`src/rtl/matrix_sub_rowstream.sv`:
```
// Streaming element-wise matrix subtractor: one A row and one B row in, one
// registered difference row out per handshake, with optional saturation.
module matrix_sub_rowstream #(
  parameter int D_W  = 8,
  parameter int SA_R = 16,
  parameter int SA_C = 16,
  parameter int SAT  = 1,
  localparam int IDX_W = (SA_R > 1) ? $clog2(SA_R) : 1
) (
  input  logic                       I_CLK,
  input  logic                       I_RST_N,
  input  logic                       I_START,
  input  logic                       I_VLD,
  output logic                       O_RDY,
  input  logic [SA_C-1:0][D_W-1:0]   I_ROW_1,
  input  logic [SA_C-1:0][D_W-1:0]   I_ROW_2,
  output logic                       O_VLD,
  input  logic                       I_RDY,
  output logic [SA_C-1:0][D_W-1:0]   O_ROW,
  output logic [IDX_W-1:0]           O_ROW_IDX,
  output logic                       O_LAST,
  output logic                       O_DONE,
  output logic                       O_BUSY,
  output logic [1:0]                 O_STATE
);

  typedef enum logic [1:0] {
    S_IDLE  = 2'd0,
    S_RUN   = 2'd1,
    S_DRAIN = 2'd2
  } state_t;

  localparam logic [IDX_W-1:0] LAST_IDX = IDX_W'(SA_R - 1);

  state_t                     state_q, state_d;
  logic [IDX_W-1:0]           cnt_q, cnt_d;
  logic                       vld_q, vld_d;
  logic [SA_C-1:0][D_W-1:0]   row_q, row_d;
  logic [IDX_W-1:0]           idx_q, idx_d;
  logic                       last_q, last_d;
  logic                       done_q, done_d;
  logic                       rdy;
  logic                       accept;
  logic                       hs;

  function automatic logic [D_W-1:0] sub_elem(input logic [D_W-1:0] a,
                                               input logic [D_W-1:0] b);
    logic signed [D_W:0] diff;
    diff = $signed({a[D_W-1], a}) - $signed({b[D_W-1], b});
    if ((SAT != 0) && (diff[D_W] != diff[D_W-1]))
      sub_elem = diff[D_W] ? {1'b1, {(D_W-1){1'b0}}} : {1'b0, {(D_W-1){1'b1}}};
    else
      sub_elem = diff[D_W-1:0];
  endfunction

  // Valid/ready: a transfer happens on a port when its valid and ready are both
  // high at the rising edge; valid never waits on ready, and the output payload
  // holds while O_VLD is high and I_RDY is low. The input side is ready whenever
  // the output register is empty or being drained in the same cycle.
  always_comb begin
    rdy    = (state_q == S_RUN) && (!vld_q || I_RDY);
    accept = I_VLD && rdy;
    hs     = vld_q && I_RDY;

    state_d = state_q;
    cnt_d   = cnt_q;
    vld_d   = vld_q;
    row_d   = row_q;
    idx_d   = idx_q;
    last_d  = last_q;
    done_d  = 1'b0;

    case (state_q)
      S_IDLE: begin
        if (I_START) begin
          state_d = S_RUN;
          cnt_d   = '0;
        end
      end
      S_RUN: begin
        if (accept) begin
          if (cnt_q == LAST_IDX) begin
            state_d = S_DRAIN;
            cnt_d   = '0;
          end else begin
            cnt_d = cnt_q + IDX_W'(1);
          end
        end
      end
      S_DRAIN: begin
        // DONE cycle still counts as DRAIN so a START landing on it is dropped.
        if (done_q)  state_d = S_IDLE;
        else if (hs) done_d  = 1'b1;
      end
      default: state_d = S_IDLE;
    endcase

    if (accept) begin
      for (int j = 0; j < SA_C; j++) row_d[j] = sub_elem(I_ROW_1[j], I_ROW_2[j]);
      vld_d  = 1'b1;
      idx_d  = cnt_q;
      last_d = (cnt_q == LAST_IDX);
    end else if (hs) begin
      vld_d = 1'b0;
    end
  end

  always_ff @(posedge I_CLK or negedge I_RST_N) begin
    if (!I_RST_N) begin
      state_q <= S_IDLE;
      cnt_q   <= '0;
      vld_q   <= 1'b0;
      row_q   <= '0;
      idx_q   <= '0;
      last_q  <= 1'b0;
      done_q  <= 1'b0;
    end else begin
      state_q <= state_d;
      cnt_q   <= cnt_d;
      vld_q   <= vld_d;
      row_q   <= row_d;
      idx_q   <= idx_d;
      last_q  <= last_d;
      done_q  <= done_d;
    end
  end

  assign O_RDY     = rdy;
  assign O_VLD     = vld_q;
  assign O_ROW     = row_q;
  assign O_ROW_IDX = idx_q;
  assign O_LAST    = last_q;
  assign O_DONE    = done_q;
  assign O_BUSY    = (state_q != S_IDLE);
  assign O_STATE   = state_q;

endmodule

```
`config.mk`:
```
export PLATFORM = sky130hd
export DESIGN_NAME = matrix_sub_rowstream
export DESIGN_NICKNAME = d
export VERILOG_FILES = /design/src/rtl/matrix_sub_rowstream.sv
export SDC_FILE = /design/constraint.sdc
export NUM_CORES = 1
export LEC_CHECK = 0
export BUFFER_PORTS_ARGS = -buffer_cell sky130_fd_sc_hd__buf_2
export CORE_ASPECT_RATIO = 0.9
export CORE_MARGIN = 5
export CORE_UTILIZATION = 30
export CTS_CLUSTER_DIAMETER = 150
export DETAILED_ROUTE_END_ITERATION = 7
export PLACE_DENSITY = 0.59
export SLEW_MARGIN = 10
export SYNTH_ARGS = -nofsm -noshare
export SYNTH_HDL_FRONTEND = slang
export SYNTH_SLANG_ARGS = --single-unit
```
`constraint.sdc`:
```
create_clock -name I_CLK -period 1.8 [get_ports I_CLK]
set_input_delay 0.27 -clock I_CLK [delete_from_list [all_inputs] [get_ports I_CLK]]
set_output_delay 0.27 -clock I_CLK [all_outputs]
set_load 0.01 [all_outputs]
```
Word-level counts from Yosys, hierarchy flattened:

Cells that the tools add are included.

* add/sub/neg operators: 17
* equal/unequal tests: 23
* muxes and demuxes: 46
* reduce and logical (&&, ||, !) cells: 11

Operator list (number)
* $mux W8: 32
* $sub A8 B8 Y9: 16
* $ne A1 B1 Y1: 16
* $mux W4: 3
* $mux W2: 4
* $pmux W4 S2: 1
* $ne A2 B2 Y1 const B: 3
* $pmux W2 S3: 1
* $reduce_bool A2 Y1: 3
* $mux W1: 5
* $add A4 B1 Y4 const B: 1
* $eq A4 B4 Y1 const B: 1
* $reduce_and A4 Y1: 1
* $logic_and A1 B1 Y1: 3
* $reduce_and A3 Y1: 1
* $eq A2 B1 Y1 const B: 1
* $eq A2 B2 Y1 const B: 1
* $logic_not A2 Y1: 1
* $ne A2 B1 Y1 const B: 1
* $logic_not A1 Y1: 1
* $logic_or A1 B1 Y1: 1

* flip-flop bits (word level): 141
* input port bits: 261

Longest topological paths before layout:

Gate-level depths: netlist of run 1.

* depth after elaboration: 6
* mapped depth: 10
* depth with buffers taken out: 10

Worst setup path after synthesis of run 1:

Ideal clock, no wire load.

* path kind: input -> register
* start point: in I_ROW_1[96] in the netlist's numbering
* end point: reg row_q (netlist bit O_ROW[101])
* setup time: 122 ps
* arrival: 2064 ps
* required time: 1678 ps
* path slack: -386 ps
* stages on the path: 10
* cell sequence: inv_1 ha_1 inv_1 fa_1 a211oi_2 o21ai_1 a2111oi_2 o21ai_0 nand3_2 o21ai_1

* word-level cells in the longest chain between the ends: 3
* elaborated cells on any way between the ends: 4
* those cells by class: 1 x add/sub; 1 x eq/ne; 2 x mux

Ends and longest elaborated chain
* start, declared: RTL line 15 `input logic [SA_C-1:0][D_W-1:0] I_ROW_1,`
* $sub A8 B8 Y9 *: RTL line 49 `diff = $signed({a[D_W-1], a}) - $signed({b[D_W-1], b});`
* $mux W8 or $ne A1 B1 Y1 (tied branches): RTL line 51, 50
* $mux W8 *: RTL line 50 `if ((SAT != 0) && (diff[D_W] != diff[D_W-1]))`
* end signal, assigned: RTL line 121 `row_q <= row_d;`
* end, declared: RTL line 38 `logic [SA_C-1:0][D_W-1:0] row_q, row_d;`

Every way passes the cells marked *; elsewhere a longest branch is shown, timed or not.
A chain may end at the register's enable or synchronous reset.

Worst setup path after layout of run 1:

* start point: in I_ROW_1[96] in the netlist's numbering
* end point: reg row_q (netlist bit O_ROW[98])

The elaborated chain is that of the path after synthesis.

==> key figures, run 1 <==
Clock network
  • Clk_lat worst skew: around 0.42 ns
  • Clk buf depth: 2
  • CTS buffer count: 17
  • CTS Sinks: ~140
  • Worst-path clk slew: approximately 0.070 ns
  • CTS tree: done
  • Root Buffer: clkbuf_16
  • H-tree depth: 4

Critical path
  • Worst setup path class: in -> reg
  • CP Cell Sequence: buf_8 > inv_12 > ha_4 > inv_2 > fa_2 > a211oi_4 > o21ai_4 > a2111oi_4 > buf_4 > o21ai_4 > nand3_4 > o21ai_2
  • CP startpoint kind: input pin
  • Crit path largest cell delay: 0.40 ns
  • Worst path slowest cell: fa_2
  • CP dominant cell by count: o21ai_4
  • Critical path arrival: between 2 and 2.5 ns
  • Crit path capture type: register
  • Worst path bufs/invs: 4
  • Worst path required time: between 2 and 2.5 ns
  • CP top delay family: compound AO/OA/AOI/OAI gates
  • Worst R2R Setup Slack: ~0.09 ns
  • Critical Path Fanout Max: 6

Place
  • Routability cong.: slightly below 0.9
  • Dpl hpwl: about 33,000 µm
  • Pre-CTS setup slack: -0.626 ns
  • Port Buffer Count: approximately 400

Timing
  • Final worst slack: -0.0416 ns
  • Final worst-path cycle share: 1.02
  • F_max: ~540 MHz
  • Minimum clock period: between 1.5 and 2 ns
  • Clock skew: roughly 0.011 ns
  • Worst-Margin Slew: roughly 0.7 ns
  • Final Hold Vio Count: 0
  • Final slew viol count: 0
  • RSZ-0062 raised after global routing: yes
  • # setup viols final: 14
  • Rel. slew slack: 0.520

Cells and area
  • Fillers: roughly 3,800
  • # nets final: around 2,500
  • Commonest non-fill, non-tap cell in the layout: buf_2
  • Most frequent cells in the layout: buf_2, buf_4, dfrtp_1
  • Share of post-route cells with drive strength above 1: 0.459
  • Area Overhead vs Synth: 58.9%
  • Reg area: ~3500 µm²
  • Footprint of the multi-input gates: 8950 µm²
  • Post-layout util: 0.481

Detailed routing
  • Iteration-0 DRC Markers: 515
  • Pre-antenna DRT Iters: 5
  • Antenna-violating nets left: 0
  • Vias per cell: ~4.8
  • Post-route DRC violation count: 0
  • Vias: about 13,000
  • Routed WL: a little over 40,000 µm
  • Routed WL per cell: between 15 and 20 µm

Floorplanning
  • I/O pin total: 400
  • Die area: approximately 44,000 µm²
  • Row count: 69
  • Chip height: 199 µm
  • Die X: approximately 220 µm
  • Initial Utilization: 0.303
  • Core Area: around 40,000 µm²

Status
  • Status: complete, but fails checks
  • Failing checks: setup timing

Yosys
  • Ys async rst share: 1.00
  • Syn Std Cell Area: approximately 12,000 µm²
  • Number of enable flip-flop cells after synthesis: 0
  • Unique cell type count in the Yosys netlist: 75
  • Top_reg_cell synth: dfrtp_1
  • Synth Area per Inst: approximately 8.4 µm²
  • Yosys warning count: 0
  • Post-synth net total: around 1,800
  • Flops & latches, synth: between 100 and 150
  • Register area share after synthesis: 0.296
  • Synthesized instance count: roughly 1,400

Power
  • Peak supply drop: about 540 µV
  • P_leak: approximately 9.4 nW
  • Power per cell area: approximately 1000 nW/µm²
  • Design Power: between 15 and 20 mW

Global route
  • Grt ovf: 0
  • Largest net degree at the start of global routing: 48
  • GRT Resource Usage Total: 0.175
  • Number of global-route vias before repair: roughly 13,000
  • First-pass GRT wire length: around 63,000 µm
  • Initial antenna violation count: 4

Flow run
  • Max Cap Viol: 0

Worst hold path
  • Hold WC Path Type: in -> reg
[report_power, final]
part,internal [mW],switching (mW)
logic,4.59,5.40
registers,4.59,0.970
clock network,2.24,1.51
[cells by family after synthesis]
| family | share of synthesized area |
|---|---|
| DFF | 0.296 |
| adders and majority gates | 0.162 |
| and+or+nand+nor | 0.182 |
| AOI/OAI and AO/OA | 0.249 |
| buffers and inverters | 0.0611 |
| xor gates and xnor gates | 0.0507 |
[registers in the layout (all words and copies together) (netlist names)]
signal and count:
O_ROW_IDX 4, O_STATE 2, cnt_q 4, O_DONE 1, O_VLD 1, O_ROW 128
O_LAST 1
[cell type report]
type                            count  area share
Clock buffer                       20      0.0236
Multi-Input combinational cell   1088       0.472
Tap cell                          532      0.0351
Inverter                          166      0.0430
Sequential cell                   141       0.186
Timing Repair Buffer              689       0.231
Clock inverter                     12     0.00845
Antenna cell                        1    0.000132
[worst paths after layout]
kind | startpoint | end | depth (start not counted)
worst min register to register | O_ROW[119] | O_ROW[119] | 2
worst min-delay path | I_RDY | O_DONE | 3
min in group asynchronous | I_RST_N | O_ROW[106] | 2
worst max register to register | O_STATE[1] | O_ROW[18] | 7
max in group asynchronous | I_RST_N | O_ROW[101] | 3
worst max-delay path | I_ROW_1[96] | O_ROW[98] | 12
[what timing repair did]
action	in CTS	in global routing
resized for setup	30	130
endpoints found under the hold margin	39	0
setup buffers	5	13
setup endpoints to repair	50	107
hold buffers	1	0
pin swaps	35	60
[synth_stat cells, types with 6 or more instances]
cell type,n,area share
inv_1,165,0.052
dfrtp_1,141,0.30
nand2_1,131,0.041
ha_1,129,0.14
nor2_1,104,0.033
o21ai_0,94,0.039
nor3_1,68,0.029
a21oi_1,65,0.027
o21ai_1,61,0.026
xnor2_1,47,0.035
o22ai_1,30,0.016
nor2b_1,27,0.014
a21o_1,26,0.016
o21a_1,24,0.015
xor2_1,22,0.016
nor3b_1,18,0.011
or3_1,18,0.0094
nand2b_1,17,0.0089
fa_1,16,0.027
clkbuf_1,12,0.0038
a211oi_1,11,0.0069
o211ai_1,11,0.0069
o31ai_1,11,0.0069
a22oi_1,9,0.0057
a31oi_1,9,0.0047
o21bai_1,9,0.0057
and3_1,7,0.0037
buf_2,7,0.0029
o2111a_1,7,0.0066
o211a_1,7,0.0059
or2_2,7,0.0037
a2111oi_0,6,0.0044
and2_1,6,0.0031
[tightest hold or removal path, delay by kind of cell]
family / cells / cell delay [ns]
buffers and inverters: 1 / 0.12
and+or+nand+nor: 2 / 0.13
[per-layer routing]
layer / global-route usage / wire [µm]
met5: 0 / 23
met1: 0.226 / 17700
met2: 0.302 / 20100
met3: 0.0406 / 2210
met4: 0.0337 / 529
[stage by stage]
stage / area (µm²) / TNS (ns) / std cells / hold slack [ns]
3_5_place_dp: 17500 / -52.48 / 2597 / 0.241
6_report: 19000 / -0.317 / 2649 / 0.134
3_3_place_gp: 17500 / -47.96 / 2597 / 0.238
4_1_cts: 18300 / -0.00385 / 2635 / 0.0961
2_1_floorplan: 12800 / -13.89 / 1418 / -0.0256
5_1_grt: 19000 / -2.14 / 2648 / 0.103
(Power assumes the default switching activity.)
==> run 2: changes to the inputs <==
Settings changed: ABC_AREA from default to 1, PLACE_DENSITY 0.59 to 0.58.
==> key figures, run 2 <==
Detailed routing
  • Vias: 13,800 (+8.7%)
  • Post-route DRC violation count: 0 (unchanged)
  • Routed WL: 41,000 µm (+1.3%)
  • Antenna-violating nets left: 0 (unchanged)
  • Vias per cell: 4.36 (-9.1%)
  • Pre-antenna DRT Iters: 5 (unchanged)
  • Iteration-0 DRC Markers: 509 (-1.2%)
  • Routed WL per cell: 13.0 µm (-15%)

Global route
  • Busiest layer in global routing: met2
  • GR Util met3: 0.0368 (-0.00381)
  • Met2 GRT Util: 0.288 (-0.0143)
  • First-pass GRT wire length: 66,300 µm (+4.8%)
  • Number of global-route vias before repair: 13,900 (+9.9%)
  • Largest net degree at the start of global routing: 69 (+44%)
  • Initial antenna violation count: 0 (-4)
  • Global-route track usage on met1: 0.207 (-0.0187)
  • GRT Resource Usage Total: 0.166 (-0.00903)
  • Grt ovf: 0 (unchanged)

Cells and area
  • Share of post-route cells with drive strength above 1: 0.299 (-0.160)
  • # nets final: 3,006 (+20%)
  • Post-layout util: 0.420 (-0.0612)
  • Inserted Diodes: 0 (-1)
  • Most frequent cells in the layout: nand2_1, inv_1, buf_2
  • Fillers: 4,512 (+18%)
  • Commonest non-fill, non-tap cell in the layout: nand2_1
  • Largest register FFs: 128 (unchanged)
  • Post-route cell area: 18,100 µm² (-4.7%)
  • Area Overhead vs Synth: 38.7%

Critical path
  • CP Cell Sequence: inv_2 > nor2_4 > inv_2 > nor2_4 > buf_2
  • Worst setup path class: reg -> out
  • Worst path slowest cell: dfrtp_2
  • Worst path required time: 1.53 ns (-0.57 ns)
  • Crit path capture type: primary output
  • Critical path arrival: 1.41 ns (-0.74 ns)
  • Reg2Reg Depth: 9 (+2)
  • Critical Path Fanout Max: 4 (-2)
  • Crit path largest cell delay: 0.42 ns (+0.02 ns)
  • CP startpoint kind: register

Place
  • Port Buffer Count: 399 (unchanged)
  • Routability cong.: 0.860 (-1.7%)
  • Placed inst area: 17,300 µm² (-0.76%)
  • Dpl hpwl: 33,400 µm (+0.41%)

Yosys
  • Synthesized instance count: 1,981 (+40%)
  • Most common cell in the synthesized netlist: nand2_1
  • Ranking of synthesized cells by area: dfrtp_1, nand2_1, inv_1, ha_1, a21oi_1
  • Syn Std Cell Area: 13,000 µm² (+9.2%)
  • Ys async rst share: 1.00 (unchanged)
  • Top_reg_cell synth: dfrtp_1
  • Synth top area share: 0.271 (-0.0248)
  • Post-synth top area cell: dfrtp_1
  • Synth Area per Inst: 6.57 µm² (-22%)
  • Yosys warning count: 0 (unchanged)
  • Unique cell type count in the Yosys netlist: 28 (-63%)
  • Flops & latches, synth: 141 (unchanged)
  • Number of enable flip-flop cells after synthesis: 0 (unchanged)
  • Register area share after synthesis: 0.271 (-0.0248)
  • Post-synth net total: 2,387 (+31%)
  • Top cells by count, synth: nand2_1, inv_1, a21oi_1

Worst hold path
  • Worst Hold Depth: 2 (-1)
  • Hold WC Path Type: in -> reg

Timing
  • Clock skew: 0.0132 ns (+0.00241 ns)
  • Final worst-path cycle share: 0.931 (-0.0919)
  • Rel. slew slack: 0.600 (+0.0802)
  • Final slew viol count: 0 (unchanged)
  • # setup viols final: 0 (-14)
  • RSZ-0062 raised after global routing: no
  • Minimum clock period: 1.68 ns (-0.165 ns)
  • F_max: 597 MHz (+9.9%)
  • Worst-Margin Slew: 0.600 ns (-0.114 ns)
  • Final Hold Vio Count: 0 (unchanged)

Power
  • P_leak: 11.3 nW (+21%)
  • Peak supply drop: 507 µV (-5.2%)
  • Design Power: 17.2 mW (-11%)
  • Power per cell area: 952 nW/µm² (-6.5%)

Floorplanning
  • I/O pin total: 400 (unchanged)
  • Core Area: 43,000 µm² (+9.2%)
  • Chip height: 208 µm (+4.3%)
  • Initial Utilization: 0.303 (about the same)
  • Row count: 72 (+4.3%)
  • Die area: 47,700 µm² (+8.7%)
  • Die X: 230 µm (+4.3%)

Clock network
  • H-tree depth: 4 (unchanged)
  • CTS Sinks: 141 (unchanged)
  • Worst-path clk slew: 0.06 ns (about the same)
  • Clk_lat worst skew: 0.45 ns (+0.03 ns)
  • Clk buf depth: 2 (unchanged)
  • Root Buffer: clkbuf_16
  • Post-CTS Setup Bufs: 0 (-5)
  • CTS buffer count: 17 (unchanged)
  • CTS tree: done

Status
  • Status: completed

Flow run
  • Max Cap Viol: 0 (unchanged)
run 2: cell count changes after synthesis, sizes merged, moves of 71 or more:
cell,delta
nor3,-71
o21ai,-129
inv,+282
nand2,+522
nand3,+109
or2,+104
a21oi,+105
run 2: final timing paths:
path                                 start        end  slack (ns)
max in group asynchronous          I_RST_N   O_ROW[9]        0.80
worst max register to register  O_STATE[0]   cnt_q[2]        0.14
worst max-delay path            O_STATE[0]      O_RDY        0.12
worst min register to register   O_ROW[71]  O_ROW[71]        0.48
min in group asynchronous          I_RST_N  O_ROW[97]        0.39
worst min-delay path                 I_RDY      O_VLD        0.08
run 2: area by class of cell:
cell class,instances,area [µm²],area share
clock buffers,23,488,0.0270
inverters,448,1690,0.0935
repair buffers,620,3780,0.209
multi-input cells,1372,7720,0.427
clock inverters,9,158,0.00873
flip-flops and latches,141,3530,0.195
well taps,555,694,0.0384
run 2: what timing repair did:
item | in CTS | in global routing
resized for setup | 0 | 9
setup endpoints to repair | 0 | 82
hold buffers | 1 | 0
hold endpoints to repair | 40 | 0
run 2: critical path, delay by kind of cell, from the launching register on:
kind / cells / cell delay (ns)
flip-flops: 1 / 0.42
AND/OR/NAND/NOR: 2 / 0.24
buffers and inverters: 3 / 0.30
run 2: cells by family (layout without fill, tap and decap cells):
group,after synthesis,after routing,share of synthesized area
simple gates,957,957,0.314
buf+inv,468,1100,0.138
compound gates,202,202,0.0820
fa+ha+maj,145,145,0.149
flops,141,141,0.271
xor+xnor,68,68,0.0457
run 2: power by group:
part	internal (mW)	leakage [nW]	total, mW	switching (mW)
registers	4.37	1.59	5.07	0.699
clock network	2.47	0.310	3.97	1.50
logic	3.64	9.43	8.15	4.51
run 2: metrics by stage:
stage,hold WS (ns),std cells,setup TNS (ns),setup slack [ns]
2_1_floorplan,-0.0256,1981,0,0.000470
3_3_place_gp,0.295,3133,-21.18,-0.286
3_5_place_dp,0.302,3133,-26.64,-0.348
4_1_cts,0.0489,3166,0,0.0252
5_1_grt,0.0789,3168,0,0.00454
6_report,0.0817,3168,0,0.124
run 2: per-layer routing:
layer	part of all wire	vias to the layer above
li1	-	7250
met1	0.46	6250
met2	0.48	263
met3	0.052	35
met4	0.015	0
met5	0	-
==> run 3: changes to the inputs <==
Settings changed: MAX_ROUTING_LAYER from default to met4.
Clock period 1.8 ns to 2 ns, I/O delays scaled along.
==> key figures, run 3 (synthesized netlist as in run 2, its figures left out) <==
Detailed routing
  • Post-route DRC violation count: 0 (unchanged)
  • Vias: 13,300 (-3.3%)
  • Pre-antenna DRT Iters: 5 (unchanged)
  • Routed WL: 39,300 µm (-4.2%)
  • Routed WL per cell: 13.0 µm (about the same)
  • Antenna-violating nets left: 0 (unchanged)
  • Vias per cell: 4.40 (+1.0%)
  • Iteration-0 DRC Markers: 573 (+13%)

Place
  • Port Buffer Count: 399 (unchanged)
  • Pre-CTS setup slack: -0.166 ns (+0.182 ns)
  • Placed cell count: 2,999 (-4.3%)
  • Routability cong.: 0.869 (+1.1%)
  • Dpl hpwl: 32,200 µm (-3.5%)
  • Placed inst area: 16,300 µm² (-5.8%)

Cells and area
  • Most frequent cells in the layout: nand2_1, inv_1, buf_2
  • Finished Layout Cells: 3,032 (-4.3%)
  • Commonest non-fill, non-tap cell in the layout: nand2_1
  • Inserted Diodes: 0 (unchanged)
  • Fillers: 4,600 (+2.0%)
  • # nets final: 2,870 (-4.5%)
  • Area Overhead vs Synth: 29.9%
  • Reg area: 3530 µm² (about the same)
  • Largest register FFs: 128 (unchanged)
  • Footprint of the multi-input gates: 7700 µm² (-0.29%)
  • Share of post-route cells with drive strength above 1: 0.260 (-0.0385)
  • Post-route cell area: 16,900 µm² (-6.3%)

Critical path
  • CP startpoint kind: register
  • Worst setup path class: reg -> out
  • CP top delay family: flip-flops
  • Crit path capture type: primary output
  • Worst Setup SP: O_STATE[0]
  • Reg2reg start: O_STATE[0]
  • Worst path slowest cell: dfrtp_1
  • Worst path bufs/invs: 3 (unchanged)
  • Critical path arrival: 1.44 ns (+0.03 ns)
  • Worst path required time: 1.70 ns (+0.17 ns)
  • Crit path largest cell delay: 0.43 ns (about the same)
  • CP Cell Sequence: inv_2 > nor2_4 > inv_2 > nor2_4 > buf_2
  • Critical Path Fanout Max: 4 (unchanged)

Floorplanning
  • Initial Utilization: 0.303 (unchanged)
  • Die X: 230 µm (unchanged)
  • I/O pin total: 400 (unchanged)
  • Chip height: 208 µm (unchanged)
  • Die area: 47,700 µm² (unchanged)
  • Core Area: 43,000 µm² (unchanged)
  • Row count: 72 (unchanged)

Flow run
  • Max Cap Viol: 0 (unchanged)

Power
  • Cell Int Power: 8.76 mW (-16%)
  • Psw: 5.96 mW (-11%)
  • Clk pwr share: 0.225 (-0.006)
  • Peak supply drop: 486 µV (-4.3%)
  • P_leak: 10.6 nW (-6.1%)
  • Sequential Power Share: 0.310 (+0.015)
  • Switching part of the total: 0.405 (+0.0146)
  • Power per cell area: 870 nW/µm² (-8.6%)
  • Combinational Power Share: 0.465 (-0.009)

Clock network
  • Worst-path clk slew: 0.07 ns (about the same)
  • Resized Gates After CTS: 0 (unchanged)
  • CTS tree: done
  • Clk_lat worst skew: 0.45 ns (about the same)
  • H-tree depth: 4 (unchanged)
  • CTS Sinks: 141 (unchanged)
  • Clk buf depth: 2 (unchanged)
  • CTS buffer count: 17 (unchanged)
  • Root Buffer: clkbuf_16

Timing
  • Worst-Margin Slew: 0.402 ns (-0.198 ns)
  • Final worst slack: 0.264 ns (+0.140 ns)
  • # setup viols final: 0 (unchanged)
  • Setup TNS: 0 ns (unchanged)
  • Final slew viol count: 0 (unchanged)
  • F_max: ~580 MHz
  • RSZ-0062 raised after global routing: no
  • Rel. slew slack: 0.732 (+0.132)
  • Final worst-path cycle share: 0.868
  • Final Hold Vio Count: 0 (unchanged)
  • Clock skew: 0.00813 ns (-0.00506 ns)
  • Minimum clock period: about 1.7 ns

Global route
  • Largest net degree at the start of global routing: 69 (unchanged)
  • Grt ovf: 0 (unchanged)
  • GRT Resource Usage Total: 0.166 (+0.000218)
  • Number of global-route vias before repair: 13,100 (-5.7%)
  • GR Util met3: 0.0391 (+0.00232)
  • Initial antenna violation count: 0 (unchanged)
  • First-pass GRT wire length: 64,400 µm (-2.8%)
  • Busiest layer in global routing: met2
  • Met2 GRT Util: 0.275 (-0.0127)
  • Global-route track usage on met1: 0.207 (about the same)

Status
  • Status: completed

Worst hold path
  • Hold WC Path Type: in -> reg
  • Hold path start: I_RDY
## run 3: final timing paths
path | slack (ns) | to | depth (start not counted)
worst min register to register | 0.48 | O_ROW[111] | 2
min in group asynchronous | 0.33 | O_ROW[97] | 2
worst max-delay path | 0.26 | O_RDY | 5
worst min-delay path | 0.07 | O_VLD | 2
max in group asynchronous | 1.00 | O_ROW[15] | 3
worst max register to register | 0.27 | O_ROW[108] | 10
## run 3: area by class of cell
| cell class | instances | area share |
|---|---|---|
| multi-input combinational | 1372 | 0.455 |
| sequential | 141 | 0.209 |
| timing repair buffer | 484 | 0.161 |
| inverter | 448 | 0.0995 |
| tap | 555 | 0.0410 |
| clock buffer | 18 | 0.0260 |
| clock inverter | 14 | 0.00946 |
## run 3: power by group through the flow
stage | combinational (mW) | clock [mW] | sequential, mW
finish | 6.85 | 3.31 | 4.56
global route | 7.73 | 3.55 | 4.69
CTS | 6.96 | 3.46 | 4.58
detailed placement | 6.92 | 0 | 4.62
global placement | 6.82 | 0 | 4.60
floorplan | 3.59 | 0 | 4.97
## run 3: worst reg2reg max path, stage by stage (launching register included)
cell and delay (ns):
dfrtp_1 0.43, inv_2 0.08, nor2_4 0.13, inv_2 0.07
nor2_4 0.13, nand2_4 0.09, clkinv_2 0.09, buf_12 0.25
or2_2 0.24, inv_1 0.04, a21oi_1 0.11
## run 3: layer usage
layer  up-vias  part of all wire
li1       6981                 -
met3        33             0.053
met5         -                 0
met4         0             0.013
met1      6056              0.46
met2       269              0.48
## run 3: what timing repair did
action	4_1_cts	5_1_grt
buffers inserted	0	0
hold buffers	1	0
hold endpoints to repair	29	0
## run 3: through the flow
step	hold slack, ns	util	power [mW]
final	0.0714	0.394	14.7
after global routing	0.0565	0.394	16.0
after CTS	0.0317	0.394	15.0
after detailed placement	0.243	0.380	11.5
after global placement	0.240	0.380	11.4
after floorplan	0.00441	-	8.57
